$ cat src/rtl/ps2_scan_parser_pkg.sv
// Shared definitions for the PS/2 scan-code parser: special byte values,
// parser states and the packed key-event layout {ext, brk, code}.
package ps2_scan_parser_pkg;

  localparam logic [7:0] SC_EXT  = 8'hE0;
  localparam logic [7:0] SC_BRK  = 8'hF0;
  localparam logic [7:0] SC_ERR0 = 8'h00;
  localparam logic [7:0] SC_ERR1 = 8'hFF;

  localparam int EV_W = 10;

  typedef enum logic [1:0] {
    ST_IDLE     = 2'd0,
    ST_PFX_E0   = 2'd1,
    ST_PFX_F0   = 2'd2,
    ST_PFX_E0F0 = 2'd3
  } parse_state_t;

  typedef struct packed {
    logic       ext;
    logic       brk;
    logic [7:0] code;
  } kb_event_t;

  function automatic logic is_err_byte(input logic [7:0] b);
    return (b == SC_ERR0) || (b == SC_ERR1);
  endfunction

endpackage

$ cat src/rtl/kb_event_fifo.sv
// First-word-fall-through FIFO holding parsed key events.
// A push into a full FIFO is accepted only when a pop frees a slot in the same cycle.
module kb_event_fifo #(
  parameter int WIDTH = 10,
  parameter int DEPTH = 4
) (
  input  logic             clk,
  input  logic             reset,
  input  logic             push,
  input  logic [WIDTH-1:0] din,
  input  logic             pop,
  output logic [WIDTH-1:0] dout,
  output logic             empty,
  output logic             full
);

  localparam int AW = $clog2(DEPTH);

  logic [WIDTH-1:0] mem [DEPTH];
  logic [AW-1:0]    wr_ptr;
  logic [AW-1:0]    rd_ptr;
  logic [AW:0]      count;
  logic             do_push;
  logic             do_pop;

  assign empty   = (count == '0);
  assign full    = (count == (AW+1)'(DEPTH));
  assign do_pop  = pop && !empty;
  assign do_push = push && (!full || do_pop);
  assign dout    = mem[rd_ptr];

  always_ff @(posedge clk or negedge reset) begin
    if (!reset) begin
      wr_ptr <= '0;
      rd_ptr <= '0;
      count  <= '0;
    end else begin
      if (do_push) wr_ptr <= wr_ptr + 1'b1;
      if (do_pop)  rd_ptr <= rd_ptr + 1'b1;
      count <= count + (AW+1)'(do_push) - (AW+1)'(do_pop);
    end
  end

  // Storage needs no reset: entries are only visible once counted.
  always_ff @(posedge clk) begin
    if (do_push) mem[wr_ptr] <= din;
  end

endmodule

$ cat src/rtl/ps2_scan_parser.sv
// Folds raw PS/2 scan bytes (E0/F0 prefixes + code) into key events,
// filters typematic repeats and queues events behind a valid/ready port.
module ps2_scan_parser
  import ps2_scan_parser_pkg::*;
#(
  parameter int FIFO_DEPTH    = 4,
  parameter int TIMEOUT_CYC   = 2500000,
  parameter int FILTER_REPEAT = 1
) (
  input  logic       clk,
  input  logic       reset,
  input  logic       scan_done_tick,
  input  logic [7:0] scan_out,
  input  logic       ev_ready,
  output logic       ev_valid,
  output logic [7:0] ev_code,
  output logic       ev_ext,
  output logic       ev_brk,
  output logic       got_code_tick,
  output logic       overflow
);

  localparam int TW = $clog2(TIMEOUT_CYC);

  parse_state_t state, state_next;
  logic [TW-1:0] to_cnt;
  logic          timeout_hit;
  logic          emit;
  kb_event_t     new_ev;
  kb_event_t     head_ev;
  logic          held_valid;
  logic          held_ext;
  logic [7:0]    held_code;
  logic          held_match;
  logic          push;
  logic          fifo_empty;
  logic          fifo_full;

  assign timeout_hit = (state != ST_IDLE) && !scan_done_tick &&
                       (to_cnt == TW'(TIMEOUT_CYC - 1));

  always_ff @(posedge clk or negedge reset) begin
    if (!reset) begin
      state  <= ST_IDLE;
      to_cnt <= '0;
    end else begin
      state <= state_next;
      if (state == ST_IDLE || scan_done_tick || timeout_hit) to_cnt <= '0;
      else                                                   to_cnt <= to_cnt + 1'b1;
    end
  end

  // E0 always lands in PFX_E0; F0 lands in PFX_E0F0 only after a bare E0.
  always_comb begin
    state_next  = state;
    emit        = 1'b0;
    new_ev.ext  = (state == ST_PFX_E0) || (state == ST_PFX_E0F0);
    new_ev.brk  = (state == ST_PFX_F0) || (state == ST_PFX_E0F0);
    new_ev.code = scan_out;
    if (scan_done_tick) begin
      if (is_err_byte(scan_out)) begin
        state_next = ST_IDLE;
      end else if (scan_out == SC_EXT) begin
        state_next = ST_PFX_E0;
      end else if (scan_out == SC_BRK) begin
        state_next = (state == ST_PFX_E0) ? ST_PFX_E0F0 : ST_PFX_F0;
      end else begin
        state_next = ST_IDLE;
        emit       = 1'b1;
      end
    end else if (timeout_hit) begin
      state_next = ST_IDLE;
    end
  end

  assign held_match = held_valid && (held_ext == new_ev.ext) && (held_code == new_ev.code);
  assign push       = emit && !((FILTER_REPEAT != 0) && !new_ev.brk && held_match);

  // Held key tracks the last make, even if that make was dropped by overflow.
  always_ff @(posedge clk or negedge reset) begin
    if (!reset) begin
      held_valid    <= 1'b0;
      held_ext      <= 1'b0;
      held_code     <= '0;
      got_code_tick <= 1'b0;
      overflow      <= 1'b0;
    end else begin
      got_code_tick <= push && new_ev.brk;
      if (push && fifo_full && !ev_ready) overflow <= 1'b1;
      if (push && !new_ev.brk) begin
        held_valid <= 1'b1;
        held_ext   <= new_ev.ext;
        held_code  <= new_ev.code;
      end else if (push && new_ev.brk && held_match) begin
        held_valid <= 1'b0;
      end
    end
  end

  kb_event_fifo #(
    .WIDTH (EV_W),
    .DEPTH (FIFO_DEPTH)
  ) u_fifo (
    .clk   (clk),
    .reset (reset),
    .push  (push),
    .din   (new_ev),
    .pop   (ev_ready),
    .dout  (head_ev),
    .empty (fifo_empty),
    .full  (fifo_full)
  );

  assign ev_valid = !fifo_empty;
  assign ev_code  = ev_valid ? head_ev.code : 8'h00;
  assign ev_ext   = ev_valid && head_ev.ext;
  assign ev_brk   = ev_valid && head_ev.brk;

endmodule

$ cat config.mk
export PLATFORM = sky130hd
export DESIGN_NAME = ps2_scan_parser
export DESIGN_NICKNAME = d
export VERILOG_FILES = /design/src/rtl/ps2_scan_parser_pkg.sv /design/src/rtl/kb_event_fifo.sv /design/src/rtl/ps2_scan_parser.sv
export SDC_FILE = /design/constraint.sdc
export NUM_CORES = 1
export LEC_CHECK = 0
export ABC_CLOCK_PERIOD_IN_PS = 2700
export BUFFER_PORTS_ARGS = -buffer_cell sky130_fd_sc_hd__buf_4
export CORE_ASPECT_RATIO = 1.2
export CORE_UTILIZATION = 60
export CTS_CLUSTER_SIZE = 10
export DETAILED_ROUTE_END_ITERATION = 6
export PLACE_DENSITY = 0.81
export SETUP_SLACK_MARGIN = 0.05
export SLEW_MARGIN = 20
export SYNTH_ARGS = -nofsm -noshare
export SYNTH_HDL_FRONTEND = slang
export SYNTH_SLANG_ARGS = --single-unit
$ cat constraint.sdc
create_clock -name clk -period 2.7 [get_ports clk]
set_input_delay 0.54 -clock clk [delete_from_list [all_inputs] [get_ports clk]]
set_output_delay 0.54 -clock clk [all_outputs]
set_load 0.1 [all_outputs]
* Word level (Yosys, flattened, before mapping)
Memories as Yosys holds them, arrays and structs flattened.
Index checks and enable logic that the tools add are counted.
** Word-level totals
- Bits in registers :: 43
- Bits in writable memories :: 40
- Memories kept :: 1
** Memories
- u_fifo.mem :: words 4, width 10, rd ports 1, clocked after memory_dff 0, wr ports 1, line kb_event_fifo.sv:19 : logic [WIDTH-1:0] mem [DEPTH];
** Operators by class
- Add/sub/neg operators :: 5
- Eq/ne operators :: 10
- Muxes and demuxes :: 16
- Reductions and logical operators :: 33
** Operator list (number)
- $eq 8x8->1 const B :: 3
- $add 22x1->22 const B :: 1
- $eq 22x22->1 const B :: 1
- $mux 22 :: 1
- $logic_and 1x1->1 :: 15
- $mux 2 :: 5
- $mux 1 :: 9
- $eq 8x8->1 :: 1
- $logic_not 8->1 :: 1
- $mux 8 :: 1
- $logic_not 1->1 :: 6
- $logic_or 1x1->1 :: 6
- $reduce_bool 2->1 :: 3
- $add 2x1->2 const B :: 2
- $eq 2x2->1 const B :: 2
- $add 3x1->3 :: 1
- $eq 3x3->1 const B :: 1
- $logic_not 3->1 :: 1
- $sub 3x1->3 :: 1
- $eq 2x1->1 const B :: 1
- $logic_not 2->1 :: 1
- $eq 1x1->1 :: 1

* Logic depth before layout (Yosys ltp)
- Depth in word-level cells :: 12
- Depth in mapped cells :: 9
- Depth with buffers taken out :: 9

* By module
From an unflattened synthesis, not the netlist that was laid out.
** Unflattened totals
- Cell total of the unflattened synthesis :: 274
- Area total of the unflattened synthesis :: 3757.4 um2
** Modules (own cells, without submodules)
- ps2_scan_parser :: times used 1, cells each 187, area each 1890.6 um2, seq. area each 900.9 um2
- kb_event_fifo :: times used 1, cells each 87, area each 1866.8 um2, seq. area each 1376.3 um2

* Worst setup path before layout
OpenSTA, ideal clock, no wires.
- Path type :: reg-to-output
- Start :: register u_fifo.count[1]
- End :: output port ev_code[0]
- Data arrival time :: 2.383 ns
- Required time :: 2.160 ns
- Slack :: -0.223 ns
- Cell stages (with the launch flop) :: 4
- Path buffers :: 1
- Cells stage by stage :: dfrtp_1 or3_1 clkbuf_1 and2_1
** Between the ends
- Longest elaborated chain between the ends :: 2
** Ends and longest elaborated chain
- start, declared :: line kb_event_fifo.sv:22 : logic [AW:0] count;
- start signal, assigned :: line kb_event_fifo.sv:40 : count <= count + (AW+1)'(do_push) - (AW+1)'(do_pop);
- $logic_not 3->1 :: line kb_event_fifo.sv:26 : assign empty = (count == '0);
- $mux 8 :: line ps2_scan_parser.sv:115 : assign ev_code = ev_valid ? head_ev.code : 8'h00;
- end, declared :: line ps2_scan_parser.sv:16 : output logic [7:0] ev_code,
Every way passes these cells.

* Worst setup path after layout
- Start :: register u_fifo.rd_ptr[0]
- End :: output port ev_code[0]
** Between the ends
- Longest elaborated chain between the ends :: 2
** Ends and longest elaborated chain
- start, declared :: line kb_event_fifo.sv:21 : logic [AW-1:0] rd_ptr;
- start signal, assigned :: line kb_event_fifo.sv:39 : if (do_pop) rd_ptr <= rd_ptr + 1'b1;
- $mem_v2 4x10
- $mux 8 :: line ps2_scan_parser.sv:115
Every way passes these cells.

==> flow_metrics.tcl <==
set metrics [dict create \
    status "complete, no violations" \
    max_freq_mhz 414 \
    ir_worst_vdd_v 0.000836 \
    dr.pass1.iters 4 \
    grt.total_usage_pct 23.2 \
    busiest_layer "met2" \
    clk_path_buf_depth 2 \
    hp-class "in -> async" \
    synthCells 276 \
    end_kind "output port" \
    viasPerCell 5.53 \
    tightest_slew_ns 0.874 \
    areaGrowthSynthToFinish_pct 14.0 \
    dp_hpwl_um 4830 \
    root_buffer "clkbuf_8" \
    drt_iter0_markers 79 \
    finalCritPeriodShare_pct 89.5 \
    cts_resized 0 \
    gp_congestion 0.831 \
    tns_ns 0 \
    vias 2219 \
    synth_top_area_cell "edfxtp_1" \
    grt_max_degree 44 \
    cts_tree "yes" \
    grt_pass1_wl_um 10800 \
    gr-total-overflow 0 \
    relSlewSlack_pct 41.7 \
    maxCapViolCount 0 \
    ant_nets 0 \
    ys_seq_area_share_pct 60.0 \
    crit_type "reg -> out" \
    die_x_um 74.6 \
    fin_crit_ns 2.42 \
    powerDensity_nw_per_um2 1040 \
    initial_utilization_pct 62.4 \
    clk_latency_ns 0.35 \
    yosys.area.top_type_share_pct 31.6 \
    post_cts_buffers 0 \
    io_pins 25 \
    maxSlewViolCount 0 \
    setup_violations 0 \
    hold_ws_ns 0.167 \
    cts_max_level 3 \
    syn_nets 296 \
    met2_usage_pct 41.7 \
    cts_buffers 9 \
    worstPathRequired_ns 2.16 \
    synth_area_um2 3800 \
    met3_usage_pct 5.19 \
    drive_above_1_share_pct 25.1 \
    synth_warnings 0 \
    cts.sinks 83 \
    cts_hold_buf 0 \
    netlist_top_cells_area "edfxtp_1 (32%), dfrtp_1 (28%), mux4_2 (5.9%), xnor2_1 (5.5%), mux2_4 (3.6%)" \
    grt_util_met1_pct 26.1 \
    wl_um 6610 \
    avgSynthCellArea_um2 13.8 \
    drcViolationCount 0 \
    clk_pin_slew_ns 0.09 \
    wl_per_cell_um 16.5 \
    diodes 0 \
    layoutNonFillerInstCount 401 \
    antenna_found_initial 0 \
    p_leak_nw 1.65 \
    coreArea_um2 6090 \
    dp.cells 385 \
    worst_setup_path_start_kind "flop" \
    path_max_fanout 12 \
    num_rows 31 \
    cp.arrival_ns 1.88 \
    grt_pass1_vias 2254 \
    skew_ns 0.0113 \
    finalHoldViolations 0 \
    grt_setup_unrepaired "no" \
    numPortBuffers 24 \
    dieArea_um2 6650 \
    die_h_um 89.2 \
    ys_seq_elements 83 \
    synthDistinctLibCells 45 \
    fin_nets 334 \
]
## sequential cells by signal (all words and copies together) (netlist names)
name           count
held_code          8
to_cnt            22
got_code_tick      1
u_fifo.mem        40
held_valid         1
u_fifo.rd_ptr      2
held_ext           1
u_fifo.wr_ptr      2
state              2
overflow           1
u_fifo.count       3
## critical path, stage by stage (launching register included)
cell,delay (ns)
dfrtp_1,0.33
buf_4,0.24
mux4_2,0.55
and2_1,0.18
buf_4,0.23
## power breakdown
part / switching, mW / internal [mW] / leakage, nW / total [mW]
clock: 0.430 / 0.429 / 0.0966 / 0.859
combinational: 1.38 / 0.608 / 0.637 / 1.99
sequential: 0.120 / 1.54 / 0.919 / 1.66
## synthesized netlist by cell type, drive strengths merged
master	number
or3	1
mux4	10
xnor2	24
xor2	10
mux2	10
nor2b	1
and2	16
a41oi	1
fa	1
buf	3
or4	1
ha	7
edfxtp	40
nor2	29
nand2b	1
a21o	2
o21ai	5
nor4	6
and4	1
nand3	14
nand2	9
clkbuf	5
nand4	6
nor3	8
nor4b	2
nor3b	1
a21oi	1
and3	5
inv	11
a31oi	1
dfrtp	43
or2	1
## cell type report
class                      instances  area, um2
fill                             412       1760
sequential                        83       2280
tap                               82        103
multi-input combinational        174       1440
inverter                          11       41.3
clock inverter                     6       65.1
timing repair buffer              35        275
clock buffer                      10        128
## layer usage
layer | up-vias | wire, um
li1 | 1058 | -
met1 | 1096 | 2570
met2 | 50 | 3650
met3 | 15 | 215
met4 | 0 | 170
met5 | - | 0
## metrics by stage
| stage | setup WS (ns) | power [mW] | instance area (um2) | utilization (%) |
|---|---|---|---|---|
| after floorplan | 0.279 | 3.23 | 3800 | - |
| after global placement | 0.273 | 3.64 | 4140 | 67.9 |
| after detailed placement | 0.217 | 3.71 | 4140 | 67.9 |
| after CTS | 0.249 | 4.56 | 4330 | 71.1 |
| after global routing | 0.214 | 4.72 | 4330 | 71.1 |
| final | 0.284 | 4.51 | 4330 | 71.1 |
## final timing paths
check	start	endpoint	slack, ns	cells past startpoint
setup reg to reg	u_fifo.count[1]	u_fifo.count[2]	0.32	9
hold / removal	reset	to_cnt[12]	0.17	1
setup / recovery	u_fifo.rd_ptr[0]	ev_code[0]	0.28	4
min in group clk	scan_out[7]	u_fifo.mem[0][7]	0.45	1
hold reg to reg	overflow	overflow	0.47	1
max in group asynchronous	reset	held_code[1]	2.16	1
## cells by family (layout without fill, tap and decap cells)
| family | count (synthesis) | after routing | synth area share, % |
|---|---|---|---|
| buffers and inverters | 19 | 62 | 2.11 |
| xor gates and xnor gates | 34 | 34 | 7.84 |
| DFF | 83 | 83 | 60.0 |
| muxes | 20 | 20 | 9.79 |
| AOI/OAI and AO/OA | 10 | 10 | 1.98 |
| adders and majority gates | 8 | 8 | 2.83 |
| and+or+nand+nor | 102 | 102 | 15.5 |
## layout by cell type (no fill, tap or decap), types with 2 or more instances in the layout
master    instances
a21o_1            2
and2_1           16
and3_1            4
buf_4            34
clkbuf_8          9
clkinv_2          2
dfrtp_1          43
edfxtp_1         40
ha_1              7
inv_1            11
mux2_4            9
mux4_2           10
nand2_1           9
nand3_1          13
nand4_1           6
nor2_1           27
nor3_1            6
nor4_1            4
nor4b_1           2
o21ai_0           2
xnor2_1          24
xor2_1           10
Note: power is estimated with default switching activity, not from simulation.
